==> config.mk <==
export PLATFORM = sky130hd
export DESIGN_NAME = pc_fetch_unit
export DESIGN_NICKNAME = d
export VERILOG_FILES = /design/src/rtl/pc_fetch_unit.sv
export SDC_FILE = /design/constraint.sdc
export NUM_CORES = 1
export LEC_CHECK = 0
export CORE_UTILIZATION = 45
export CTS_BUF_LIST = sky130_fd_sc_hd__clkbuf_8 sky130_fd_sc_hd__clkbuf_16
export DETAILED_ROUTE_END_ITERATION = 6
export PLACE_DENSITY_LB_ADDON = 0.05
export SLEW_MARGIN = 25
export SYNTH_ARGS = -nofsm -noshare
export SYNTH_HDL_FRONTEND = slang
export SYNTH_SLANG_ARGS = --single-unit
==> constraint.sdc <==
create_clock -name clk -period 3.7 [get_ports clk]
set_input_delay 0.37 -clock clk [delete_from_list [all_inputs] [get_ports clk]]
set_output_delay 0.37 -clock clk [all_outputs]
set_load 0.02 [all_outputs]
==> src/rtl/pc_fetch_unit.sv <==
`default_nettype none
// ============================================================================
// Module   : pc_fetch_unit
// Function : Instruction fetch front end. Issues one instruction-memory request
//            at a time, registers the returned word for decode, and computes
//            the next fetch address from jr / jump / branch / sequential.
//            A misaligned next address parks the unit in a sticky fault state.
// Revision : 1.0 - initial release
// ============================================================================
module pc_fetch_unit #(
  parameter logic [31:0] RESET_PC = 32'h0000_0000
) (
  input  logic        clk,
  input  logic        rst_n,
  output logic        imem_req_valid,
  input  logic        imem_req_ready,
  output logic [31:0] imem_addr,
  input  logic        imem_rsp_valid,
  input  logic [31:0] imem_rsp_data,
  output logic [31:0] instr_out,
  output logic        instr_valid,
  output logic [31:0] pc_out,
  output logic [31:0] pc_plus4_out,
  input  logic        stall,
  input  logic        branch_taken,
  input  logic [31:0] branch_offset,
  input  logic        jump,
  input  logic [25:0] jump_index,
  input  logic        jr,
  input  logic [31:0] jr_target,
  output logic        fetch_fault
);

  localparam logic [31:0] c_reset_pc_plus4 = RESET_PC + 32'd4;

  typedef enum logic [2:0] {
    S_IDLE  = 3'd0,
    S_REQ   = 3'd1,
    S_WAIT  = 3'd2,
    S_VALID = 3'd3,
    S_FAULT = 3'd4
  } state_t;

  state_t      r_state;
  logic [31:0] r_fetch_pc;
  logic [31:0] r_instr;
  logic [31:0] r_pc;
  logic [31:0] r_pc_plus4;
  logic        r_req_valid;
  logic        r_instr_valid;
  logic        r_fault;

  logic [31:0] w_jump_target;
  logic [31:0] w_branch_target;
  logic [31:0] w_next_pc;
  logic        w_misaligned;

  // Next-PC selection for the instruction currently held in VALID: jr wins over
  // jump, jump over branch, branch over fall-through. All arithmetic wraps.
  always_comb begin
    w_jump_target   = {r_pc_plus4[31:28], jump_index, 2'b00};
    w_branch_target = r_pc_plus4 + (branch_offset << 2);
    if (jr) begin
      w_next_pc = jr_target;
    end else if (jump) begin
      w_next_pc = w_jump_target;
    end else if (branch_taken) begin
      w_next_pc = w_branch_target;
    end else begin
      w_next_pc = r_pc_plus4;
    end
    w_misaligned = |w_next_pc[1:0];
  end

  // Fetch FSM with registered outputs; responses are only looked at in WAIT and
  // redirect inputs only when decode consumes the instruction.
  always_ff @(posedge clk or negedge rst_n) begin
    if (!rst_n) begin
      r_state       <= S_IDLE;
      r_fetch_pc    <= RESET_PC;
      r_instr       <= 32'h0000_0000;
      r_pc          <= RESET_PC;
      r_pc_plus4    <= c_reset_pc_plus4;
      r_req_valid   <= 1'b0;
      r_instr_valid <= 1'b0;
      r_fault       <= 1'b0;
    end else begin
      case (r_state)
        S_IDLE: begin
          r_fetch_pc  <= RESET_PC;
          r_req_valid <= 1'b1;
          r_state     <= S_REQ;
        end
        S_REQ: begin
          // Address stays put until the memory takes it.
          if (imem_req_ready) begin
            r_req_valid <= 1'b0;
            r_state     <= S_WAIT;
          end
        end
        S_WAIT: begin
          if (imem_rsp_valid) begin
            r_instr       <= imem_rsp_data;
            r_pc          <= r_fetch_pc;
            r_pc_plus4    <= r_fetch_pc + 32'd4;
            r_instr_valid <= 1'b1;
            r_state       <= S_VALID;
          end
        end
        S_VALID: begin
          if (!stall) begin
            r_instr_valid <= 1'b0;
            if (w_misaligned) begin
              r_fault <= 1'b1;
              r_state <= S_FAULT;
            end else begin
              r_fetch_pc  <= w_next_pc;
              r_req_valid <= 1'b1;
              r_state     <= S_REQ;
            end
          end
        end
        S_FAULT: begin
          // Sticky until reset: no requests, nothing presented to decode.
          r_req_valid   <= 1'b0;
          r_instr_valid <= 1'b0;
          r_fault       <= 1'b1;
        end
        default: begin
          r_req_valid   <= 1'b0;
          r_instr_valid <= 1'b0;
          r_state       <= S_IDLE;
        end
      endcase
    end
  end

  assign imem_req_valid = r_req_valid;
  assign imem_addr      = r_fetch_pc;
  assign instr_out      = r_instr;
  assign instr_valid    = r_instr_valid;
  assign pc_out         = r_pc;
  assign pc_plus4_out   = r_pc_plus4;
  assign fetch_fault    = r_fault;

endmodule
`default_nettype wire

# [Word-level counts from Yosys, hierarchy flattened]
# Cells that the tools add are included.
[totals] ff_bits=134
[op_classes] addsub=2 eq_ne=9 muxes=21 bitwise=3 reduce_logical=11
[ops] op="2-to-1 mux 32 bit" n=5
[ops] op="one-hot mux 32 bit (2 select lines)" n=1
[ops] op="adder 32 x 3 -> 32 bit, second input constant" n=1
[ops] op="adder 32 bit" n=1
[ops] op="one-hot mux 3 bit (5 select lines)" n=1
[ops] op="2-to-1 mux 3 bit" n=4
[ops] op="!= test 2 bit, second input constant" n=5
[ops] op="AND reduction 3 bit" n=3
[ops] op="AND reduction 4 bit" n=2
[ops] op="2-to-1 mux 1 bit" n=7
[ops] op="equality test 3 x 2 -> 1 bit, second input constant" n=2
[ops] op="one-hot mux 1 bit (4 select lines)" n=1
[ops] op="nonzero test 2 bit" n=2
[ops] op="OR reduction 2 bit" n=2
[ops] op="equality test 3 x 1 -> 1 bit, second input constant" n=1
[ops] op="equality test 3 bit, second input constant" n=1
[ops] op="zero test 3 bit" n=1
[ops] op="NOT 1 bit" n=3
[ops] op="one-hot mux 1 bit (3 select lines)" n=1
[ops] op="one-hot mux 1 bit (2 select lines)" n=1
[ops] op="AND reduction 2 bit" n=1

# [Longest topological paths before layout]
[logic_depth] depth_word=8 ltp_mapped=12

# [Worst setup path after synthesis]
# Ideal clock, no wire load.
[synth_path] kind="reg2reg" from="reg r_pc_plus4[2], in the netlist pc_plus4_out[2]" to="reg r_fetch_pc[26], in the netlist imem_addr[26]" setup_time_ps=71 arrival_time_ps=2823 required_time_ps=3629 setup_slack_ps=806 path_stages_with_launch=13 n_path_buf=0 cell_sequence="dfstp_2 > ha_1 > inv_1 > fa_1 > nor2b_1 > o21a_1 > o21ai_2 > a211oi_4 > o221ai_4 > o31ai_2 > a31oi_1 > or3b_1 > nand4_1"
[synth_between] elab_chain_cells=7
[synth_lines] element="from (decl)" line="48" rtl="logic [31:0] r_pc_plus4;"
[synth_lines] element="from (signal assigned)" line="83" rtl="r_pc_plus4 <= c_reset_pc_plus4;"
[synth_lines] element="from (signal assigned)" line="105" rtl="r_pc_plus4 <= r_fetch_pc + 32'd4;"
[synth_lines] element="adder 32 bit" line="62" rtl="w_branch_target = r_pc_plus4 + (branch_offset << 2);"
[synth_lines] element="2-to-1 mux 32 bit" line="67" rtl="end else if (branch_taken) begin"
[synth_lines] element="2-to-1 mux 32 bit" line="65" rtl="end else if (jump) begin"
[synth_lines] element="2-to-1 mux 32 bit" line="63" rtl="if (jr) begin"
[synth_lines] element="2-to-1 mux 32 bit" line="113" rtl="if (w_misaligned) begin"
[synth_lines] element="2-to-1 mux 32 bit" line="111" rtl="if (!stall) begin"
[synth_lines] element="one-hot mux 32 bit (2 select lines)" line="88" rtl="case (r_state)"
[synth_lines] element="to (signal assigned)" line="117" rtl="r_fetch_pc <= w_next_pc;"
[synth_lines] element="to (decl)" line="45" rtl="logic [31:0] r_fetch_pc;"
# No other way between the ends. The select of a mux whose other input is x is not followed.
# A chain may end at the register's enable or synchronous reset.

# [Worst setup path after layout]
# Same ends and word-level chain as after synthesis.

==> flow_summary.json <==
{
  "outcome": "complete, no violations",
  "drive_gt1_share_pct": 13.5,
  "rsz0062_at_grt": "no",
  "grt_max_degree": 105,
  "grt_overflow_total": 0,
  "root_buffer": "clkbuf_16",
  "ys_seq_area_share_pct": 42.6,
  "wirelength_mm": 23.7,
  "die_h_um": 133,
  "hp-class": "input pin to asynchronous set/reset pin",
  "slowest_stage": "dfstp_2",
  "cts_buffer_depth": 2,
  "p_per_area_nw_per_um2": 878,
  "clk_pin_slew_ns": 0.07,
  "worst_pin_slew_ns": 0.854,
  "die_area_um2": 17800,
  "grt_util_all_layers_pct": 27.3,
  "p_leak_nw": 4.66,
  "tritoncts": "done",
  "timing.slew.headroom_pct": 43.1,
  "crit_family": "compound AO/OA/AOI/OAI gates",
  "ant_nets": 0,
  "synth_cells": 781,
  "cp_max_fo": 4,
  "start_util_pct": 46.5,
  "coreArea_um2": 16700,
  "yosys.area_share.simple_pct": 14.1,
  "fmax_mhz": 311,
  "finalNetCount": 1190,
  "holdWs_ns": 0.0277,
  "fp.dieW_um": 133,
  "crit_required_ns": 4.06,
  "ys_ff_latch": 132,
  "crit_cells": 12,
  "period_minus_slack_ns": 3.22,
  "drv_cap": 0,
  "cts_setup_buffers": 0,
  "place.gp.congestion": 0.934,
  "cts_buffers": 17,
  "synth_xor_area_share_pct": 5.64,
  "fin_crit_sh_pct": 87.0,
  "syn_nets": 942,
  "mostFrequentLayoutCell": "clkdlybuf4s50_1",
  "vias_per_cell": 5.47,
  "ys_warn_count": 0,
  "cts_sinks": 132,
  "setup_tns_ns": 0,
  "cp_slowest_stage_delay_ns": 0.56,
  "start_kind": "register",
  "end_kind": "register",
  "synth_compound_area_share_pct": 17.0,
  "cts_resized": 0,
  "cp.arrival_ns": 3.58,
  "portBuffers": 258,
  "vias": 6913,
  "vdd_drop_max_mv": 0.538,
  "grt_pass1_vias": 6933,
  "ys_types": 66,
  "syn_to_final_growth_pct": 43.9,
  "post_drt_wl_per_cell_um": 18.7,
  "synth_edf_count": 0,
  "syn_area_um2": 7760,
  "io_pins": 261,
  "critical_path.cell_chain": "ha_1 -> inv_1 -> fa_1 -> nor2b_1 -> o21a_1 -> o21ai_2 -> a211oi_4 -> o221ai_4 -> o31ai_2 -> a31oi_1 -> or3b_1 -> nand4_1",
  "synth_fa_ha_area_share_pct": 5.09,
  "syn_area_per_cell_um2": 9.94,
  "synth_top_family_by_area": "compound AO/OA/AOI/OAI gates",
  "setup_violations": 0,
  "hold_viol_final": 0,
  "cts.htree.levels": 4,
  "num_rows": 47,
  "grt_first_pass_wirelength_mm": 37.4,
  "slew_viol_final": 0,
  "synth_ff_type": "dfrtp_1",
  "skew_ns": 0.0115,
  "antenna_found_initial": 1,
  "async_reset_ff_share_pct": 100,
  "first_pass_iters": 5,
  "place_hpwl_mm": 17.3,
  "insertion_delay_ns": 0.43,
  "mostFrequentLayoutCells": "256 x clkdlybuf4s50_1, 131 x dfrtp_1, 74 x mux2_2, 67 x nor2_1, 62 x a21oi_1",
  "cp.buffers_inverters": 1,
  "first_iter_violations": 442,
  "drc": 0,
  "worst-setup-path-type": "register to register",
  "rr_worst_depth": 12,
  "cts_hold_buf": 0,
  "synthMuxAreaShare_pct": 12.8
}
synthesized netlist by cell type, types with 5 or more instances:
| library cell | n | area [um^2] |
|---|---|---|
| a211oi_1 | 9 | 67.6 |
| a21o_1 | 8 | 60.1 |
| a21oi_1 | 62 | 310 |
| a221o_1 | 5 | 50.1 |
| a22o_1 | 11 | 96.3 |
| a22oi_1 | 11 | 82.6 |
| and2_1 | 5 | 31.3 |
| and3_1 | 7 | 43.8 |
| buf_1 | 5 | 18.8 |
| clkbuf_1 | 31 | 116 |
| dfrtp_1 | 131 | 3280 |
| ha_1 | 30 | 375 |
| inv_1 | 14 | 52.6 |
| mux2_2 | 74 | 833 |
| mux2i_1 | 16 | 160 |
| nand2_1 | 57 | 214 |
| nand2b_1 | 15 | 93.8 |
| nand3_1 | 20 | 100 |
| nand4_1 | 8 | 50.1 |
| nor2_1 | 67 | 251 |
| nor2b_1 | 16 | 100 |
| nor3_1 | 11 | 55.1 |
| o21ai_0 | 44 | 220 |
| o21ai_2 | 5 | 43.8 |
| o21bai_1 | 5 | 37.5 |
| or3_1 | 7 | 43.8 |
| xnor2_1 | 28 | 245 |
| xor2_1 | 22 | 193 |
stage by stage:
stage | utilization, % | total power, W | cell area (um^2) | std cells | worst slack (ns)
floorplan | - | 0.00584 | 7760 | 781 | 0.806
global placement | 63.2 | 0.00800 | 10600 | 1230 | 0.277
detailed placement | 63.2 | 0.00805 | 10600 | 1230 | 0.255
CTS | 66.9 | 0.00986 | 11200 | 1262 | 0.502
global route | 66.9 | 0.0104 | 11200 | 1263 | 0.323
finish | 66.9 | 0.00981 | 11200 | 1263 | 0.480
worst paths after layout:
kind                                             startpoint                           to  slack (ns)
worst max-delay path            pc_plus4_out[2]$_DFFE_PN1P_    imem_addr[26]$_DFFE_PN0P_        0.48
worst min-delay path                                  rst_n  pc_plus4_out[4]$_DFFE_PN0P_        0.03
worst max register to register  pc_plus4_out[2]$_DFFE_PN1P_    imem_addr[26]$_DFFE_PN0P_        0.48
worst min register to register      fetch_fault$_DFFE_PN0P_      fetch_fault$_DFFE_PN0P_        0.48
max in group asynchronous                             rst_n     instr_out[5]$_DFFE_PN0P_        2.90
min in group clk                    fetch_fault$_DFFE_PN0P_      fetch_fault$_DFFE_PN0P_        0.48
metal layers:
| layer | global-route usage (%) | share of wire (%) | vias to the layer above |
|---|---|---|---|
| met5 | 0 | 0 | - |
| met4 | 9.41 | 2.3 | 0 |
| met3 | 7.12 | 7.1 | 33 |
| met2 | 44.6 | 47 | 236 |
| met1 | 34.9 | 43 | 3326 |
| li1 | - | - | 3318 |
sequential cells by signal, summed over array words and instances (netlist names):
name,count
pc_plus4_out,30
instr_valid,1
imem_req_valid,1
imem_addr,32
pc_out,32
instr_out,32
fetch_fault,1
r_state,3
power by group:
part           leakage, nW  total [W]  switching [W]  internal, W
clock network        0.297    0.00175       0.000779     0.000974
logic                 2.70    0.00522        0.00265      0.00257
registers             1.67    0.00284       0.000735      0.00210
total                 4.66    0.00981        0.00416      0.00565
layout make-up:
cell class	count	area, um^2
flip-flops and latches	132	3300
clock buffers	17	425
fillers	1357	5530
repair buffers	270	2680
multi-input cells	594	4250
well taps	220	275
inverters	14	52.6
clock inverters	15	181
diodes	1	2.50
cell families after synthesis:
logic type / after synthesis
XOR/XNOR: 50
adder cells (fa/ha/maj): 31
AO/OA/AOI/OAI: 196
flip-flops: 132
multiplexers: 90
AND/OR/NAND/NOR: 227
buffers and inverters: 55
Note: power is estimated with default switching activity, not from simulation.
